<file path="config.mk">
export PLATFORM = sky130hd
export DESIGN_NAME = cs_decoder_ws
export DESIGN_NICKNAME = d
export VERILOG_FILES = /design/src/rtl/cs_decoder_ws_pkg.sv /design/src/rtl/cs_decoder_ws_onehot_dec.sv /design/src/rtl/cs_decoder_ws.sv
export SDC_FILE = /design/constraint.sdc
export NUM_CORES = 1
export LEC_CHECK = 0
export ABC_AREA = 1
export CAP_MARGIN = 20
export CORE_MARGIN = 2
export CORE_UTILIZATION = 30
export DETAILED_ROUTE_END_ITERATION = 12
export PLACE_DENSITY_LB_ADDON = 0.05
export SLEW_MARGIN = 25
export SYNTH_ARGS = -nofsm -noshare
export SYNTH_HDL_FRONTEND = slang
export SYNTH_HIERARCHICAL = 1
export SYNTH_SLANG_ARGS = --single-unit
</file>
<file path="constraint.sdc">
create_clock -name clk -period 2.1 [get_ports clk]
set_input_delay 0.42 -clock clk [delete_from_list [all_inputs] [get_ports clk]]
set_output_delay 0.42 -clock clk [all_outputs]
set_load 0.1 [all_outputs]
</file>
<file path="src/rtl/cs_decoder_ws_pkg.sv">
// Shared definitions for the wait-state chip-select decoder: state encoding
// and small constant helpers used to size counters.
package cs_decoder_ws_pkg;

  localparam int ST_W = 2;

  typedef enum logic [ST_W-1:0] {
    ST_IDLE    = 2'd0,
    ST_ACTIVE  = 2'd1,
    ST_ACK     = 2'd2,
    ST_RECOVER = 2'd3
  } state_t;

  // Bits needed to hold values 0 .. value-1 (0 for value <= 1).
  function automatic int clog2(input int value);
    int r;
    r = 0;
    for (int p = 1; p < value; p = p * 2) r++;
    return r;
  endfunction

  function automatic int max_int(input int a, input int b);
    return (a > b) ? a : b;
  endfunction

endpackage

</file>
<file path="src/rtl/cs_decoder_ws_onehot_dec.sv">
// Combinational select-to-active-low one-hot decoder with a gate input.
// Gate low forces every output high.
module cs_onehot_dec #(
  parameter int SEL_W = 3,
  localparam int NCS = 2 ** SEL_W
) (
  input  logic [SEL_W-1:0] sel,
  input  logic             gate,
  output logic [NCS-1:0]   cs_n
);

  // Drive exactly one line low when gated on, otherwise all high.
  always_comb begin
    cs_n = '1;
    if (gate) cs_n[sel] = 1'b0;
  end

endmodule

</file>
<file path="src/rtl/cs_decoder_ws.sv">
// Clocked chip-select decoder with per-channel programmable wait states,
// a one-cycle completion ack, an abort path on loss of enable, and a
// bus-turnaround gap.
//
// Handshake: a request is accepted on a rising edge where the FSM is idle
// and stb and en are both high; stb at any other time is dropped, never
// queued. Completion is signalled by a single-cycle ack; an en drop during
// the strobe ends it early with a single-cycle abort instead of ack.
module cs_decoder_ws
  import cs_decoder_ws_pkg::*;
#(
  parameter int SEL_W = 3,
  parameter int WS_W  = 4,
  parameter int TURN  = 1,
  localparam int NCS  = 2 ** SEL_W
) (
  input  logic              clk,
  input  logic              reset,
  input  logic              stb,
  input  logic [SEL_W-1:0]  sel,
  input  logic              en,
  input  logic [NCS*WS_W-1:0] ws_cfg,
  output logic [NCS-1:0]    cs_n,
  output logic              ack,
  output logic              abort,
  output logic              busy,
  output logic [ST_W-1:0]   fsm_state
);

  localparam int CNT_W = max_int(WS_W, clog2(TURN + 1));
  localparam logic [CNT_W-1:0] TURN_LOAD = CNT_W'((TURN > 0) ? TURN - 1 : 0);

  state_t            state;
  logic [CNT_W-1:0]  cnt;
  logic [SEL_W-1:0]  sel_q;
  logic              accept;
  logic [SEL_W-1:0]  dec_sel;
  logic              dec_gate;
  logic [NCS-1:0]    dec_cs_n;
  logic [CNT_W-1:0]  ws_load;

  assign accept    = (state == ST_IDLE) && stb && en;
  assign ws_load   = CNT_W'(ws_cfg[sel*WS_W +: WS_W]);
  assign fsm_state = state;

  // Decode the live select while idle, the latched one while the strobe runs.
  always_comb begin
    dec_sel  = sel_q;
    dec_gate = 1'b0;
    if (state == ST_IDLE) begin
      dec_sel  = sel;
      dec_gate = accept;
    end else if (state == ST_ACTIVE) begin
      dec_gate = en;
    end
  end

  cs_onehot_dec #(.SEL_W(SEL_W)) u_dec (
    .sel  (dec_sel),
    .gate (dec_gate),
    .cs_n (dec_cs_n)
  );

  // Transaction FSM; every output is a register updated here.
  always_ff @(posedge clk or posedge reset) begin
    if (reset) begin
      state <= ST_IDLE;
      cnt   <= '0;
      sel_q <= '0;
      cs_n  <= '1;
      ack   <= 1'b0;
      abort <= 1'b0;
      busy  <= 1'b0;
    end else begin
      ack   <= 1'b0;
      abort <= 1'b0;
      case (state)
        ST_IDLE: begin
          if (accept) begin
            sel_q <= sel;
            cnt   <= ws_load;
            cs_n  <= dec_cs_n;
            busy  <= 1'b1;
            state <= ST_ACTIVE;
          end
        end
        ST_ACTIVE, ST_ACK: begin
          if (!en || state == ST_ACK) begin
            // Strobe ends: either abort or the cycle after ack.
            cs_n  <= '1;
            abort <= !en;
            if (TURN > 0) begin
              cnt   <= TURN_LOAD;
              state <= ST_RECOVER;
            end else begin
              busy  <= 1'b0;
              state <= ST_IDLE;
            end
          end else if (cnt != '0) begin
            cnt  <= cnt - 1'b1;
            cs_n <= dec_cs_n;
          end else begin
            ack   <= 1'b1;
            cs_n  <= dec_cs_n;
            state <= ST_ACK;
          end
        end
        ST_RECOVER: begin
          cs_n <= '1;
          if (cnt == '0) begin
            busy  <= 1'b0;
            state <= ST_IDLE;
          end else begin
            cnt <= cnt - 1'b1;
          end
        end
        default: state <= ST_IDLE;
      endcase
    end
  end

endmodule

</file>
==> flow_summary.toml, run 1 <==
[detailed_routing]
ant_nets = 0
drt_iter0_drc = 74
num_vias = 1629
drc = 0
routed_wl_um = 3850
drt_pre_antenna_iters = 4
viasPerCell = 4.451
wl_per_cell_um = 10.52

[global_routing]
grt_pass1_vias = 1572
grt_pass1_wl_um = 6824
grt_overflow = 0
grtUsageTotal_pct = 13.90
grt_max_degree = 21
antenna_found_initial = 0

[floorplan]
num_rows = 26
start_util_pct = 30.89
io_pins = 52
fp.dieH_um = 76.52
core_um2 = 5107
die_area_um2 = 5855
chipWidth_um = 76.52

[cells_and_area]
layout-drive-gt1-share_pct = 16.55
multi_input_area_um2 = 838.3
layout.area.seq_um2 = 513.0
fin_util_pct = 45.22
fin_area_um2 = 2310
nNetsFinal = 343
antenna_cells = 0
area_growth_pct = 46.39
fillerInstances = 551
final_common_cell = "nand2_1"
final_cell_mix = "nand2_1 (63), inv_1 (41), clkdlybuf4s50_1 (38)"

[critical_path]
reg2reg_slack_ns = 0.30
crit_type = "flop to flop"
endpoint_kind = "flop"
r2r-end = "cs_n[5]$_DFFE_PP1P_"
startpoint_type = "flop"
crit_required_ns = 2.28
cp.arrival_ns = 1.98
cp_slowest_stage_delay_ns = 0.43
ff2ff_path_depth = 9
timing.rr.start = "fsm_state[0]$_DFFE_PP0P_"
cp_cell_sequence = "inv_1 > ha_2 > nor2_1 > a21oi_1 > inv_1 > nor2_1 > nand2_1 > o21ai_0 > a31oi_1"
path_max_fanout = 9
slowest_stage = "dfrtp_2"

[place]
gp_congestion = 0.8269
portBuffers = 51
placed_area_um2 = 2252
dp_hpwl_um = 3120

[cts]
path_clk_slew_ns = 0.08
clk_path_buf_depth = 2
clk_latency_ns = 0.26
cts_tree = "yes"
root_buffer = "clkbuf_8"
numCtsBuffers = 3
cts_sinks = 20
htree_levels = 1
cts_hold_buf = 0

[timing]
tightest_slew_ns = 0.3672
slew_viol_final = 0
finalSetupTns_ns = 0
fin_crit_ns = 1.802
fmax_ghz = 0.5549
finalCritPeriodShare_pct = 85.82
fin_worst_skew_ns = 0.002823
setup_viol_count_final = 0
hold_viol = 0
rsz0062_at_grt = "no"
slew_headroom_pct = 75.52

[synth]
yosysTopAreaCell = "dfrtp_1"
ys_ff_latch = 20
synthTopCellsByArea = "dfrtp_1 (19%), nand2_1 (15%), dfstp_2 (13%)"
synth_area_um2 = 1578
synth_cell_types = 24
syn_inst = 242
avgSynthCellArea_um2 = 6.520
synthesis.nets = 288
synth_top_area_share_pct = 19.03
seq_area_frac_synth_pct = 32.36
synth_warnings = 6

[pwr]
peakVddDrop_v = 0.001184
p_leak_nw = 1.139
powerDensity_nw_per_um2 = 1519

[run]
max_cap_violations = 0

[hold_path]
hold_path_class = "input pin to async pin"

[status]
outcome = "completed"
-- critical path, delay by kind of cell, from the launching register on --
| family | cells | cell delay (ns) |
|---|---|---|
| simple gates | 3 | 0.27 |
| fa+ha+maj | 1 | 0.33 |
| compound gates | 3 | 0.49 |
| flops | 1 | 0.43 |
| buf+inv | 2 | 0.20 |
-- synthesized netlist by cell type, drive strengths merged --
library cell  number
clkinv             1
dfrtp             12
a21oi             13
xnor2              1
ha                 7
nand3             27
o21ai             15
buf                7
clkbuf             2
inv               43
dfstp              8
nor2              29
a31oi              8
nand2             69
-- registers in the layout (all words and copies together), names as in the netlist --
register,flops
sel_q,3
ack,1
cs_n,8
fsm_state,2
abort,1
cnt,4
busy,1
-- layout make-up --
cell class | count | share of cell area, %
inverter | 44 | 7.151
tap | 70 | 3.792
multi-input combinational | 169 | 36.29
clock buffer | 4 | 2.384
sequential | 20 | 22.21
timing repair buffer | 59 | 28.17
-- worst max path at each step --
stage	slack (ns)	cells after the start	endpoint	from
2_1_floorplan	0.16	9	cs_n[4]$_DFFE_PP1P_	fsm_state[0]$_DFFE_PP0P_
3_3_place_gp	0.14	8	cs_n[5]$_DFFE_PP1P_	sel[2]
3_5_place_dp	0.08	8	cs_n[4]$_DFFE_PP1P_	sel[2]
4_1_cts	0.18	9	cs_n[4]$_DFFE_PP1P_	fsm_state[0]$_DFFE_PP0P_
5_1_grt	0.07	9	cs_n[5]$_DFFE_PP1P_	fsm_state[0]$_DFFE_PP0P_
6_report	0.30	9	cs_n[5]$_DFFE_PP1P_	fsm_state[0]$_DFFE_PP0P_
-- per-layer routing --
| layer | wire length [um] | GRT usage [%] | up-vias |
|---|---|---|---|
| li1 | - | - | 859 |
| met1 | 1913 | 18.60 | 744 |
| met2 | 1782 | 23.63 | 24 |
| met3 | 139 | 2.725 | 2 |
| met4 | 14 | 2.182 | 0 |
| met5 | 0 | 0 | - |
-- report_power, final --
| part | switching, mW | internal (mW) | total (mW) |
|---|---|---|---|
| clock network | 0.130 | 0.167 | 0.297 |
| logic | 1.61 | 0.849 | 2.46 |
| registers | 0.137 | 0.619 | 0.755 |
| total | 1.87 | 1.63 | 3.51 |
-- cells by family after synthesis --
| kind of cell | after synthesis | share of synthesized area [%] |
|---|---|---|
| xor gates and xnor gates | 1 | 0.5552 |
| adders and majority gates | 7 | 5.551 |
| AOI/OAI and AO/OA | 36 | 12.29 |
| DFF | 20 | 32.36 |
| buffers and inverters | 53 | 14.67 |
| and+or+nand+nor | 125 | 34.58 |
-- per-stage QoR --
stage	hold WS [ns]	setup WS, ns	total power, mW	instances
after floorplan	0.3778	0.1609	2.562	242
after global placement	0.4759	0.1396	3.239	362
after detailed placement	0.4761	0.08411	3.230	362
after CTS	0.4945	0.1786	3.538	366
after global routing	0.5217	0.07377	3.809	366
final	0.4880	0.2979	3.508	366
-- repair_timing --
action,4_1_cts,5_1_grt
setup buffers,0,0
setup endpoints to repair,0,5
gates resized for setup,0,1
Power figures use the tool's default switching activity.
==> run 2, diff against run 1 <==
- CAP_MARGIN: 20 -> 5
- CORE_UTILIZATION: 30 -> 46
==> run 2 against run 1 <==
  * Wire length down 4.2%
  * Largest power group unchanged
  * Cell area fell by 2.7%
  * Sequential power is essentially flat
  * Clock-buffer cell count unchanged
  * Sequential cell count stayed put
  * Non-clock buffer count unchanged
  * Register-to-register slack improved by 0.02 ns
  * Hold slack got worse by 0.052 ns
==> flow_summary.toml, run 2 (synthesized netlist as in run 1, its figures left out) <==
[cells_and_area]
final_cells = 342
nNetsFinal = 343
area_growth_pct = 42.51
antenna_cells = 0
final_cell_mix = "nand2_1 (63), inv_1 (41), clkdlybuf4s50_1 (38)"
final_common_cell = "nand2_1"
reg_top3 = "cs_n (8), cnt (4), sel_q (3)"
layout-drive-gt1-share_pct = 16.55
largest_reg_flops = 8
top_register = "cs_n"

[floorplan]
fp.dieH_um = 62.57
io_pins = 52
start_util_pct = 47.66
die_area_um2 = 3914
chipWidth_um = 62.57
core_um2 = 3311
num_rows = 21

[critical_path]
endpoint_kind = "flop"
cp_top_family = "compound AO/OA/AOI/OAI gates"
reg2reg_slack_ns = 0.32
cp_cell_sequence = "inv_1 > ha_2 > nor2_1 > a21oi_1 > inv_1 > nor2_1 > nand2_1 > o21ai_0 > a31oi_1"
crit_required_ns = 2.33
crit_type = "flop to flop"
slowest_stage = "dfrtp_2"
startpoint_type = "flop"
cp_slowest_stage_delay_ns = 0.45
cp.arrival_ns = 2.01
worst-path-buf-inv = 2
path_max_fanout = 9

[global_routing]
grt_pass1_vias = 1652
grt_pass1_wl_um = 7038
antenna_found_initial = 0
grt_max_degree = 21
grt_overflow = 0
grtUsageTotal_pct = 21.51

[hold_path]
hold_path_class = "input pin to async pin"

[pwr]
pwr-share-comb_pct = 71.3
clock_power_share_pct = 6.6
p_sw_share_pct = 54.73
sequentialPowerShare_pct = 22.1
p_leak_nw = 1.125
powerDensity_nw_per_um2 = 1516
power_switching_mw = 1.866
peakVddDrop_v = 0.001590
p_int_mw = 1.543

[detailed_routing]
ant_nets = 0
routed_wl_um = 3690
viasPerCell = 4.813
drt_iter0_drc = 54
num_vias = 1646
drc = 0
drt_pre_antenna_iters = 4
wl_per_cell_um = 10.79

[cts]
cts_sinks = 20
numCtsBuffers = 3
htree_levels = 1
path_clk_slew_ns = 0.11
cts_hold_buf = 0
root_buffer = "clkbuf_4"
cts_tree = "yes"
clk_latency_ns = 0.30
clk_path_buf_depth = 2

[timing]
fmax_ghz = 0.5603
rsz0062_at_grt = "no"
setup_viol_count_final = 0
tightest_slew_ns = 0.3351
fin_worst_skew_ns = 0.0007268
finalCritPeriodShare_pct = 84.99
fin_crit_ns = 1.785
finalSetupTns_ns = 0
slew_viol_final = 0
hold_viol = 0
slew_headroom_pct = 77.66

[place]
dp_hpwl_um = 2979
gp_congestion = 0.8544
placedCellCount = 338
portBuffers = 51

[status]
outcome = "completed"

[run]
max_cap_violations = 0
## run 2: changes by cell type in the layout (fill, tap and decap cells not counted)
| cell | delta |
|---|---|
| clkbuf_4 | +3 |
| buf_12 | -1 |
| clkbuf_8 | -3 |
| buf_4 | +1 |
## run 2: worst min-delay path: stages
cell	delay [ns]
clkdlybuf4s50_1	0.40
inv_1	0.05
buf_4	0.26
## run 2: per-stage QoR
stage               cell area (um^2)  total power, mW  util, %  hold WS [ns]  setup WS [ns]
floorplan                       1580            2.562        -        0.3778         0.1609
global placement                2210            3.140    66.74        0.4719         0.2262
detailed placement              2210            3.180    66.74        0.4714         0.2074
CTS                             2246            3.410    67.84        0.4424         0.2057
global route                    2248            3.723    67.91        0.4579        0.08760
finish                          2248            3.409    67.91        0.4360         0.3152
## run 2: cell type report
cell class	instances	area, um^2
Inverter	44	165.2
Multi-Input combinational cell	169	838.3
Sequential cell	20	513.0
Fill cell	304	1062
Timing Repair Buffer	59	638.1
Tap cell	46	57.56
Clock buffer	4	36.28
## run 2: metal layers
layer / up-vias / GRT usage, % / share of wire [%] / wire (um)
met4: 0 / 5.000 / 1.5 / 57
li1: 859 / - / - / -
met2: 37 / 36.56 / 47 / 1728
met1: 744 / 28.10 / 48 / 1768
met3: 6 / 4.505 / 3.7 / 136
met5: - / 0 / 0 / 0
## run 2: final timing paths
check | to | cells past startpoint | start
setup / recovery | cs_n[3]$_DFFE_PP1P_ | 9 | fsm_state[0]$_DFFE_PP0P_
hold / removal | ack$_DFF_PP0_ | 3 | reset
setup reg to reg | cs_n[3]$_DFFE_PP1P_ | 9 | fsm_state[0]$_DFFE_PP0P_
hold reg to reg | busy$_DFFE_PP0P_ | 2 | busy$_DFFE_PP0P_
max in group asynchronous | cs_n[7]$_DFFE_PP1P_ | 3 | reset
min in group clk | busy$_DFFE_PP0P_ | 2 | busy$_DFFE_PP0P_
## run 2: power by group through the flow
stage                     logic [mW]  registers, mW  clock network [mW]
after floorplan                 1.13           1.43                   0
after global placement          2.38          0.759                   0
after detailed placement        2.42          0.760                   0
after CTS                       2.43          0.752               0.229
after global routing            2.70          0.777               0.250
final                           2.43          0.752               0.225
## run 2: repair_timing
item,CTS,global route
setup buffers,0,0
resized for setup,0,1
endpoints found under the hold margin,0,0
endpoints found under the setup margin,0,5
==> run 3, diff against run 2 <==
- CORE_UTILIZATION: 46 -> 42
- clock period: 2.1 -> 1.6 ns (I/O delays scaled with it)
==> run 3 against run 2 <==
  * The run now ends with setup timing left
  * Non-clock buffer count up 12
  * Clock-buffer cell count unchanged
  * Register-to-register slack worse by 0.32 ns
  * Critical path type unchanged
  * Final cell count up 4.1%
  * Utilization up 2.2 points
  * Fmax up 11%
  * Critical path depth unchanged
  * Power up 59%
  * Wire length up 8.1%
  * Via count up 2.2%
  * Hold slack worse by 0.050 ns
==> flow_summary.toml, run 3 (synthesized netlist as in run 1, its figures left out) <==
[cells_and_area]
largest_reg_flops = 8
area_growth_pct = 61.38
nNetsFinal = 355
layout.area.seq_um2 = 518.0
multi_input_area_um2 = 924.6
reg_top3 = "cs_n (8), cnt (4), sel_q (3)"
antenna_cells = 0
top_register = "cs_n"
final_common_cell = "nand2_1"
fillerInstances = 318
final_cell_mix = "nand2_1 (63), clkdlybuf4s50_1 (38), inv_1 (36)"
layout-drive-gt1-share_pct = 25.32

[global_routing]
grt_pass1_wl_um = 6803
grt_overflow = 0
grt_max_degree = 21
grtUsageTotal_pct = 20.01
grt_pass1_vias = 1593
antenna_found_initial = 0

[place]
post-place-ws_ns = -0.1471
gp_congestion = 0.8172
dp_hpwl_um = 3004
portBuffers = 51

[cts]
cts_hold_buf = 0
path_clk_slew_ns = 0.08
clk_latency_ns = 0.26
clk_path_buf_depth = 2
cts_sinks = 20
cts_tree = "yes"
numCtsBuffers = 3
htree_levels = 1
root_buffer = "clkbuf_8"

[pwr]
clock_power_share_pct = 8.3
pwr-share-comb_pct = 72.2
p_int_mw = 2.639
sequentialPowerShare_pct = 19.5
power_switching_mw = 2.769
p_leak_nw = 1.229
powerDensity_nw_per_um2 = 2124
p_sw_share_pct = 51.20
fin_total_pwr_mw = 5.408
peakVddDrop_v = 0.002352

[floorplan]
io_pins = 52
die_area_um2 = 4263
fp.dieH_um = 65.29
chipWidth_um = 65.29
core_um2 = 3633
start_util_pct = 43.42
num_rows = 22

[timing]
hold_viol = 0
tightest_slew_ns = 0.2628
slew_viol_final = 0
setup_viol_count_final = 2
rsz0062_at_grt = "yes"
fmax_ghz = 0.6216
setup_slack_ns = -0.008799
fin_worst_skew_ns = 0.003056
fin_crit_ns = 1.609
slew_headroom_pct = 82.44
finalCritPeriodShare_pct = 100.5

[critical_path]
cp.arrival_ns = 1.79
cp.depth = 9
cp_top_family = "flip-flops"
startpoint_type = "flop"
crit_required_ns = 1.78
slowest_stage = "dfrtp_4"
ff2ff_path_depth = 9
cp_common_cell = "nand2_1"
worst-path-buf-inv = 2
crit_type = "flop to flop"
cp_slowest_stage_delay_ns = 0.51
path_max_fanout = 8
cp_cell_sequence = "inv_4 > ha_4 > nor2_4 > a21oi_4 > nand2_1 > inv_2 > nand2_1 > o21ai_0 > a31oi_1"
endpoint_kind = "flop"

[hold_path]
hold_path_class = "input pin to async pin"

[detailed_routing]
ant_nets = 0
num_vias = 1683
drt_iter0_drc = 75
routed_wl_um = 3990
drt_pre_antenna_iters = 4
drc = 0
wl_per_cell_um = 11.21
viasPerCell = 4.728

[status]
violations = "setup timing"
outcome = "complete, but fails checks"

[run]
max_cap_violations = 0
## run 3: worst register-to-register path, stage by stage (launching register included)
cell and delay (ns):
dfrtp_4 0.51, inv_4 0.09, ha_4 0.24, nor2_4 0.05
a21oi_4 0.22, nand2_1 0.12, inv_2 0.08, nand2_1 0.05
o21ai_0 0.06, a31oi_1 0.11
## run 3: worst paths after layout
check | startpoint | endpoint | slack [ns]
max | fsm_state[0]$_DFFE_PP0P_ | cs_n[7]$_DFFE_PP1P_ | -0.009
min | reset | cnt[3]$_DFFE_PP0P_ | 0.39
max reg2reg | fsm_state[0]$_DFFE_PP0P_ | cs_n[7]$_DFFE_PP1P_ | -0.009
min reg2reg | sel_q[0]$_DFFE_PP0P_ | sel_q[0]$_DFFE_PP0P_ | 0.50
max in group asynchronous | reset | cs_n[2]$_DFFE_PP1P_ | 0.95
min in group clk | sel_q[0]$_DFFE_PP0P_ | sel_q[0]$_DFFE_PP0P_ | 0.50
## run 3: per-layer routing
layer | up-vias | track usage, % | share of wire, % | routed length, um
li1 | 884 | - | - | -
met1 | 757 | 27.28 | 48 | 1899
met2 | 38 | 33.55 | 47 | 1876
met3 | 4 | 3.938 | 4.8 | 193
met4 | 0 | 3.125 | 0.50 | 20
met5 | - | 0 | 0 | 0
## run 3: what timing repair did
action	4_1_cts	5_1_grt
gates resized for setup	0	22
setup buffers	0	4
setup endpoints to repair	0	11
## run 3: per-stage QoR
step	TNS [ns]	util (%)	hold slack, ns	instances	area (um^2)
2_1_floorplan	-0.4700	-	0.2779	242	1625
5_1_grt	-0.7875	70.08	0.4485	356	2546
6_report	-0.01130	70.08	0.3856	356	2546
4_1_cts	0	67.46	0.3901	352	2451
3_3_place_gp	-0.8677	65.63	0.4702	348	2385
3_5_place_dp	-1.046	65.63	0.4742	348	2385
## run 3: area by class of cell
class                   count  area share, %
flip-flops and latches     20          20.34
inverters                  44          6.683
well taps                  48          2.359
clock buffers               4          2.604
multi-input cells         169          36.31
repair buffers             71          31.70
## run 3: power groups by stage
stage	clock (mW)	combinational, mW	sequential, mW
2_1_floorplan	0	1.60	1.91
3_3_place_gp	0	3.55	1.04
3_5_place_dp	0	3.58	1.05
4_1_cts	0.459	3.60	1.04
5_1_grt	0.471	4.25	1.09
6_report	0.449	3.91	1.05
